[config.mk]
export PLATFORM = sky130hd
export DESIGN_NAME = cordic_sincos_seq
export DESIGN_NICKNAME = d
export VERILOG_FILES = /design/src/rtl/cordic_pkg.sv /design/src/rtl/cordic_stage.sv /design/src/rtl/cordic_sincos_seq.sv
export SDC_FILE = /design/constraint.sdc
export NUM_CORES = 1
export LEC_CHECK = 0
export CORE_ASPECT_RATIO = 1.5
export CORE_UTILIZATION = 55
export DETAILED_ROUTE_END_ITERATION = 7
export PLACE_DENSITY_LB_ADDON = 0.15
export SYNTH_ARGS = -nofsm -noshare
export SYNTH_HDL_FRONTEND = slang
export SYNTH_SLANG_ARGS = --single-unit
[constraint.sdc]
create_clock -name clk -period 4.6 [get_ports clk]
set_input_delay 0.46 -clock clk [delete_from_list [all_inputs] [get_ports clk]]
set_output_delay 0.46 -clock clk [all_outputs]
set_load 0.01 [all_outputs]
[src/rtl/cordic_pkg.sv]
// Shared constants and state type for the sequential CORDIC sin/cos engine.
// Angles are Q3.12 radians; vector magnitudes are Q1.14.
package cordic_pkg;

  localparam int unsigned LUT_DEPTH = 16;

  localparam logic signed [15:0] ATAN_LUT [LUT_DEPTH] = '{
    16'sd3217, 16'sd1899, 16'sd1003, 16'sd509, 16'sd256, 16'sd128, 16'sd64, 16'sd32,
    16'sd16,   16'sd8,    16'sd4,    16'sd2,   16'sd1,   16'sd1,   16'sd0,  16'sd0
  };

  // 1/K in Q1.14, so the rotated unit vector comes out with unity gain
  localparam int K_INIT    = 9949;
  localparam int PI_Q      = 12868;
  localparam int HALF_PI_Q = 6434;

  typedef enum logic [1:0] {StIdle, StRot, StDone} state_t;

endpackage

[src/rtl/cordic_stage.sv]
// One combinational rotation-mode CORDIC micro-rotation.
// Direction follows the sign of the residual angle z.
module cordic_stage
  import cordic_pkg::*;
#(
  parameter int unsigned WIDTH = 16
) (
  input  logic signed [WIDTH-1:0] x,
  input  logic signed [WIDTH-1:0] y,
  input  logic signed [WIDTH-1:0] z,
  input  logic signed [WIDTH-1:0] atan,
  input  logic        [3:0]       shift,
  output logic signed [WIDTH-1:0] x_next,
  output logic signed [WIDTH-1:0] y_next,
  output logic signed [WIDTH-1:0] z_next
);

  logic signed [WIDTH-1:0] x_sh;
  logic signed [WIDTH-1:0] y_sh;

  always_comb begin
    x_sh = x >>> shift;
    y_sh = y >>> shift;
    if (!z[WIDTH-1]) begin
      x_next = x - y_sh;
      y_next = y + x_sh;
      z_next = z - atan;
    end else begin
      x_next = x + y_sh;
      y_next = y - x_sh;
      z_next = z + atan;
    end
  end

endmodule

[src/rtl/cordic_sincos_seq.sv]
// Iterative CORDIC sin/cos controller: one micro-rotation per cycle, ITER cycles per angle.
// Define CORDIC_QUAD_FOLD_EN to fold |theta| > pi/2 into range for full [-pi, pi) support.
module cordic_sincos_seq
  import cordic_pkg::*;
#(
  parameter int unsigned WIDTH = 16,
  parameter int unsigned ITER  = 12
) (
  input  logic                    clk,
  input  logic                    rst_n,
  input  logic                    in_valid,
  output logic                    in_ready,
  input  logic signed [WIDTH-1:0] theta,
  output logic                    out_valid,
  input  logic                    out_ready,
  output logic signed [WIDTH-1:0] sin_o,
  output logic signed [WIDTH-1:0] cos_o,
  output logic                    busy
);

  state_t state_q, state_d;

  logic signed [WIDTH-1:0] x_q, y_q, z_q;
  logic signed [WIDTH-1:0] x_n, y_n, z_n;
  logic signed [WIDTH-1:0] atan, z_init;
  logic signed [WIDTH-1:0] sin_q, cos_q, sin_d, cos_d;
  logic        [3:0]       i_q;
  logic                    accept, last;

  assign in_ready  = (state_q == StIdle);
  assign out_valid = (state_q == StDone);
  assign busy      = (state_q != StIdle);
  assign sin_o     = sin_q;
  assign cos_o     = cos_q;

  assign accept = in_valid && (state_q == StIdle);
  assign last   = (i_q == 4'(ITER - 1));
  assign atan   = WIDTH'(ATAN_LUT[i_q]);

  cordic_stage #(
    .WIDTH (WIDTH)
  ) u_stage (
    .x      (x_q),
    .y      (y_q),
    .z      (z_q),
    .atan   (atan),
    .shift  (i_q),
    .x_next (x_n),
    .y_next (y_n),
    .z_next (z_n)
  );

`ifdef CORDIC_QUAD_FOLD_EN
  localparam logic signed [WIDTH-1:0] PiW     = WIDTH'(PI_Q);
  localparam logic signed [WIDTH-1:0] HalfPiW = WIDTH'(HALF_PI_Q);

  logic neg_q, neg_init;

  // Rotating by pi negates both components, so fold and flip the sign at the output
  always_comb begin
    neg_init = 1'b0;
    z_init   = theta;
    if (theta > HalfPiW) begin
      z_init   = theta - PiW;
      neg_init = 1'b1;
    end else if (theta < -HalfPiW) begin
      z_init   = theta + PiW;
      neg_init = 1'b1;
    end
  end

  assign sin_d = neg_q ? -y_n : y_n;
  assign cos_d = neg_q ? -x_n : x_n;

  always_ff @(posedge clk or negedge rst_n) begin
    if (!rst_n) begin
      neg_q <= 1'b0;
    end else if (accept) begin
      neg_q <= neg_init;
    end
  end
`else
  assign z_init = theta;
  assign sin_d  = y_n;
  assign cos_d  = x_n;
`endif

  always_comb begin
    state_d = state_q;
    unique case (state_q)
      StIdle:  if (in_valid) state_d = StRot;
      StRot:   if (last) state_d = StDone;
      StDone:  if (out_ready) state_d = StIdle;
      default: state_d = StIdle;
    endcase
  end

  always_ff @(posedge clk or negedge rst_n) begin
    if (!rst_n) begin
      state_q <= StIdle;
    end else begin
      state_q <= state_d;
    end
  end

  always_ff @(posedge clk or negedge rst_n) begin
    if (!rst_n) begin
      x_q   <= '0;
      y_q   <= '0;
      z_q   <= '0;
      i_q   <= '0;
      sin_q <= '0;
      cos_q <= '0;
    end else if (accept) begin
      x_q <= WIDTH'(K_INIT);
      y_q <= '0;
      z_q <= z_init;
      i_q <= '0;
    end else if (state_q == StRot) begin
      x_q <= x_n;
      y_q <= y_n;
      z_q <= z_n;
      i_q <= i_q + 4'd1;
      // Result registers only move on the final rotation; held through DONE and IDLE
      if (last) begin
        sin_q <= sin_d;
        cos_q <= cos_d;
      end
    end
  end

endmodule

Word-level counts from Yosys, hierarchy flattened --
Memory sizes are Yosys's and may differ from the RTL's. Index checks and enable logic that the tools add are counted.
Word-level totals: memory bits (read-only) 256, memories 1, logic and storage cells 49, bits of input ports 20, output and inout bits 35, register bits after elaboration 86
Memories:
- (no name shown) | depth 16, width 16, read ports 1, clocked after memory_dff 0, write ports 0, line cordic_sincos_seq.sv:38 | assign atan = WIDTH'(ATAN_LUT[i_q]);
Operators by class: $lt $le $gt $ge 1, mux-type cells 17, $add $sub $neg 7, reductions and logical operators 6, shifts and indexed selects 2, bitwise logic cells 2, equal/unequal tests 6
Operator list (count):
- $mux W16 | 11
- $add A16 B16 Y16 | 3
- $sub A16 B16 Y16 | 3
- $sshr A16 B4 Y16 | 2
- $mux W4 | 2
- $mux W2 | 3
- $pmux W2 S3 | 1
- $reduce_and A3 Y1 | 2
- $ge A5 B5 Y1 const B | 1
- $not A4 Y5 | 1
- $add A4 B1 Y4 const B | 1
- $eq A4 B4 Y1 const B | 1
- $ne A2 B2 Y1 const B | 2
- $reduce_bool A2 Y1 | 2
- $eq A2 B1 Y1 const B | 1
- $eq A2 B2 Y1 const B | 1
- $logic_not A2 Y1 | 1
- $ne A2 B1 Y1 const B | 1
- $logic_and A1 B1 Y1 | 1
- $not A1 Y1 | 1

Depth between registers and ports, before layout --
Gate-level depths: netlist of the first run.
word-level depth 8, mapped depth 22, mapped depth without buffers 19

Modules after synthesis --
A second synthesis of the first run with hierarchy kept.
Second synthesis, totals: cell total of the unflattened synthesis 901, area total of the unflattened synthesis 8206.6 um^2
By module, submodules not included:
- cordic_stage | sequential area each 0.0 um^2, area each 4449.3 um^2, instances 1, cells an instance 559
- cordic_sincos_seq | sequential area each 2152.1 um^2, area each 3757.4 um^2, instances 1, cells an instance 342

Worst setup path after synthesis of the first run --
OpenSTA, ideal clock, no wires.
path type flip-flop to flip-flop, start point register i_q[1], end point register z_q[15], stages on the path, launching flop included 21, slack -175 ps, buffers on the path 4, data arrival time 4649 ps, period minus slack after synthesis 4775 ps, path through dfrtp_1 > buf_1 > clkbuf_1 > clkbuf_1 > inv_1 > ha_1 > a22oi_1 > ha_1 > nand3_1 > nor2_1 > a21oi_1 > xor2_1 > ha_1 > clkbuf_1 > and3_1 > and3_1 > a21oi_1 > o21ai_0 > a221oi_1 > xnor2_1 > o311a_1
On the way: word-level cells in the longest chain between the ends 8
Ends and longest elaborated chain:
- start: declaration | line cordic_sincos_seq.sv:27 | logic [3:0] i_q;
- start signal: assignment | line cordic_sincos_seq.sv:123 | i_q <= i_q + 4'd1;
- $not A4 Y5 (implied by the code) * | line cordic_sincos_seq.sv:38
- $mem_v2 Z16 W16 *
- $mux W16 (implied by the code) * (2 in a row) | line cordic_sincos_seq.sv:38
- $sub A16 B16 Y16 or $add A16 B16 Y16 (tied branches) | line cordic_stage.sv:27, cordic_stage.sv:31
- $mux W16 * | line cordic_stage.sv:24 | if (!z[WIDTH-1]) begin
- $mux W16 * | line cordic_sincos_seq.sv:119 | end else if (state_q == StRot) begin
- $mux W16 * | line cordic_sincos_seq.sv:114 | end else if (accept) begin
- end signal: assignment | line cordic_sincos_seq.sv:117 | z_q <= z_init;
- end signal: assignment | line cordic_sincos_seq.sv:122 | z_q <= z_n;
- end: declaration | line cordic_sincos_seq.sv:23 | logic signed [WIDTH-1:0] x_q, y_q, z_q;
Mark *: on every way between the ends. The rest lies on a longest branch, timed or not. The select of a mux whose other input is x is not followed. A chain may end at the register's enable or synchronous reset.

Worst setup path in the final report of the first run --
start point register i_q[0], end point register sin_q[15], in the netlist sin_o[15]
On the way: word-level cells in the longest chain between the ends 3
Ends and longest elaborated chain:
- $sshr A16 B4 Y16 | line cordic_stage.sv:22 | x_sh = x >>> shift;
- $add A16 B16 Y16 or $sub A16 B16 Y16 (tied branches) | line cordic_stage.sv:26, cordic_stage.sv:30
- $mux W16 | line cordic_stage.sv:24
- end signal: assignment | line cordic_sincos_seq.sv:126 | sin_q <= sin_d;
- end: declaration | line cordic_sincos_seq.sv:26 | logic signed [WIDTH-1:0] sin_q, cos_q, sin_d, cos_d;
Several ways; a longest one is shown, not always the timed one.

==> reports/qor.yml, run 1 <==
floorplanning:
  die_h_um: 149
  core.rowCount: 53
  die_w_um: 100
  io_pins: 55
  initial_utilization_pct: 56.4
  core_area_mm2: 0.0141
  die-area_mm2: 0.0149
global_routing:
  antenna_found_initial: 0
  grt_max_degree: 49
  grt_pass1_vias: 7470
  overflow: 0
  grt_usage_pct: 33.3
  grt_pass1_wl_um: 38300
synthesis:
  synth_commonest_cells: "nand2_1, o21ai_0, dfrtp_1"
  ys_ff_latch: 86
  syn-cell-area_mm2: 0.00793
  yosys_warnings: 0
  synth_seq_area_share_pct: 27.1
  post-synth-top-area-fraction_pct: 27.1
  synth_area_leaders: "dfrtp_1, ha_1, mux4_2"
  synthCells: 906
  synth.avg_cell_area_um2: 8.75
  synth_area_leader_cell: "dfrtp_1"
  synth-main-ff-cell: "dfrtp_1"
  synth.most_common_cell: "nand2_1"
  synth-edff-count: 0
  synth_nets: 990
  synthArstFlopShare_pct: 100
  synth_cell_types: 73
clocking:
  clk_latency_ns: 0.36
  root_buffer: "clkbuf_16"
  cts_tree: "done"
  cts-hold-fix-buffers: 0
  clock-sinks: 86
  cts_max_level: 3
  cts_buffer_depth: 2
  clk_pin_slew_ns: 0.08
  cts_buffers: 9
finish:
  nFillCells: 1165
  final_cell_area_mm2: 0.00966
  areaGrowthSynthToFinish_pct: 21.9
  layout.nets: 1099
  drive_above_1_share_pct: 19.7
  diodes: 0
sta:
  clock_skew_ns: 0.0102
  rsz0062_at_grt: "yes"
  relSlewSlack_pct: 38.6
  hold_viol: 0
  timing.final.ws_setup_ns: 0.0987
  fin_crit_ns: 4.50
  fin_tns_setup_ns: 0
  worstMarginPinSlew_ns: 0.918
  fmax_mhz: 222
  fin_hold_ws_ns: 0.110
  final-setup-viol-count: 0
  fin_crit_sh_pct: 97.9
  slew_violations: 0
drt:
  wl_um: 24000
  top_layer_used: "met4"
  vias: 7489
  wl_per_cell_um: 19.8
  ant_nets: 0
  wl_met2_um: 13000
  dr_wl_met3_um: 763
  via_per_inst: 6.18
  initialDrtViolationCount: 391
  firstDrtPassIters: 5
  drc: 0
  met1_length_um: 9110
placed_design:
  post-dp-hpwl_um: 18200
  pre_cts_slack_ns: -0.0711
  gp_congestion: 0.930
  portBuffers: 54
  postPlaceCellArea_mm2: 0.00910
critical_path:
  worst-setup-path-type: "reg -> reg"
  cp.arrival_ns: 4.73
  end_kind: "flop"
  max_stage_delay_ns: 0.56
  slowest_stage: "mux4_2"
  critPathBufInv: 2
  crit_required_ns: 4.83
  crit_chain: "buf_8, mux4_2, mux4_2, nor4b_4, and4b_1, nor2_1, xnor2_1, ha_1, and3_4, and3_1, o211ai_1, nand3b_1, o211ai_1, o21a_1, xnor2_1, buf_4, xnor2_2, o21ai_1"
  cp_top_family: "simple AND/OR/NAND/NOR gates"
  cp_max_fo: 6
  cp-start-kind: "flop"
outcome:
  outcome: "finished clean"
run:
  max_cap_viol_count: 0
hold_path:
  hold_class: "in -> async"
final timing paths:
path / slack (ns) / endpoint / start / cells past startpoint
min in group clk: 0.48 / sin_o[9] / sin_o[9] / 2
max in group asynchronous: 3.49 / i_q[1] / rst_n / 2
setup / recovery: 0.1 / sin_o[15] / i_q[0] / 18
hold / removal: 0.11 / cos_o[2] / rst_n / 1
hold reg to reg: 0.48 / sin_o[9] / sin_o[9] / 2
setup reg to reg: 0.1 / sin_o[15] / i_q[0] / 18
registers in the layout (all words and copies together), names as in the netlist:
| register | cells |
|---|---|
| cos_o | 16 |
| i_q | 4 |
| sin_o | 16 |
| state_q | 2 |
| x_q | 16 |
| y_q | 16 |
| z_q | 16 |
logic make-up after synthesis:
group	count (synthesis)	synth area share, %
adders and majority gates	64	10.4
AOI/OAI and AO/OA	259	20.0
muxes	64	13.7
buffers and inverters	84	4.32
DFF	86	27.1
xor gates and xnor gates	77	8.70
and+or+nand+nor	272	15.8
cell type report:
cell class              instances  area [um^2]  area share [%]
clock buffers                   9          225            2.33
clock inverters                 7         62.6           0.648
inverters                      33          124            1.28
multi-input cells             736         5570            57.7
flip-flops and latches         86         2150            22.3
well taps                     192          240            2.49
repair buffers                149         1280            13.3
through the flow:
step / cells / utilization [%]
after floorplan: 906 / -
after global placement: 1181 / 64.7
after detailed placement: 1181 / 64.7
after CTS: 1197 / 67.0
after global routing: 1212 / 68.7
final: 1212 / 68.7
cell usage in the layout (no fill, tap or decap), types with 7 or more instances in the layout:
master | synthesis | layout
dfrtp_1 | 86 | 84
inv_1 | 32 | 32
nand2b_1 | 8 | 7
xor2_1 | 26 | 26
nand2_1 | 116 | 116
xnor2_1 | 50 | 48
a31oi_1 | 17 | 17
nor2_1 | 60 | 58
ha_1 | 61 | 60
clkbuf_16 | 0 | 9
nand3_1 | 31 | 30
o21bai_1 | 8 | 8
a21o_1 | 7 | 7
nor3_1 | 8 | 7
clkdlybuf4s50_1 | 0 | 53
buf_4 | 1 | 93
a21oi_1 | 62 | 59
mux2i_1 | 13 | 13
o211ai_1 | 14 | 14
mux4_2 | 24 | 27
o21ai_0 | 92 | 86
mux2_2 | 19 | 19
o21ai_1 | 3 | 8
what timing repair did:
item,4_1_cts,5_1_grt
setup endpoints to repair,3,23
resized for setup,7,38
endpoints found under the hold margin,0,0
buffers inserted,0,15
pin swaps,0,12
metal layers:
metal,up-vias,track usage [%]
met4,0,19.2
li1,3509,-
met1,3654,36.4
met3,66,3.70
met5,-,0
met2,260,61.3
Power of run 1 is left out: the tool's default activity adds up to more than one toggle a clock period on the data nets, which glitch-free logic cannot reach.
==> run 2: changes to the inputs <==
- TNS_END_PERCENT: not set -> 100
==> results of run 2 <==
Final layout, timing and power as in run 1 (identical DEF).
Power of run 2 is left out for the same reason.
==> run 3: changes to the inputs <==
- HOLD_SLACK_MARGIN: not set -> 0.12
==> results of run 3 <==
Final layout, timing and power as in run 1 (identical DEF).
Power of run 3 is left out for the same reason.
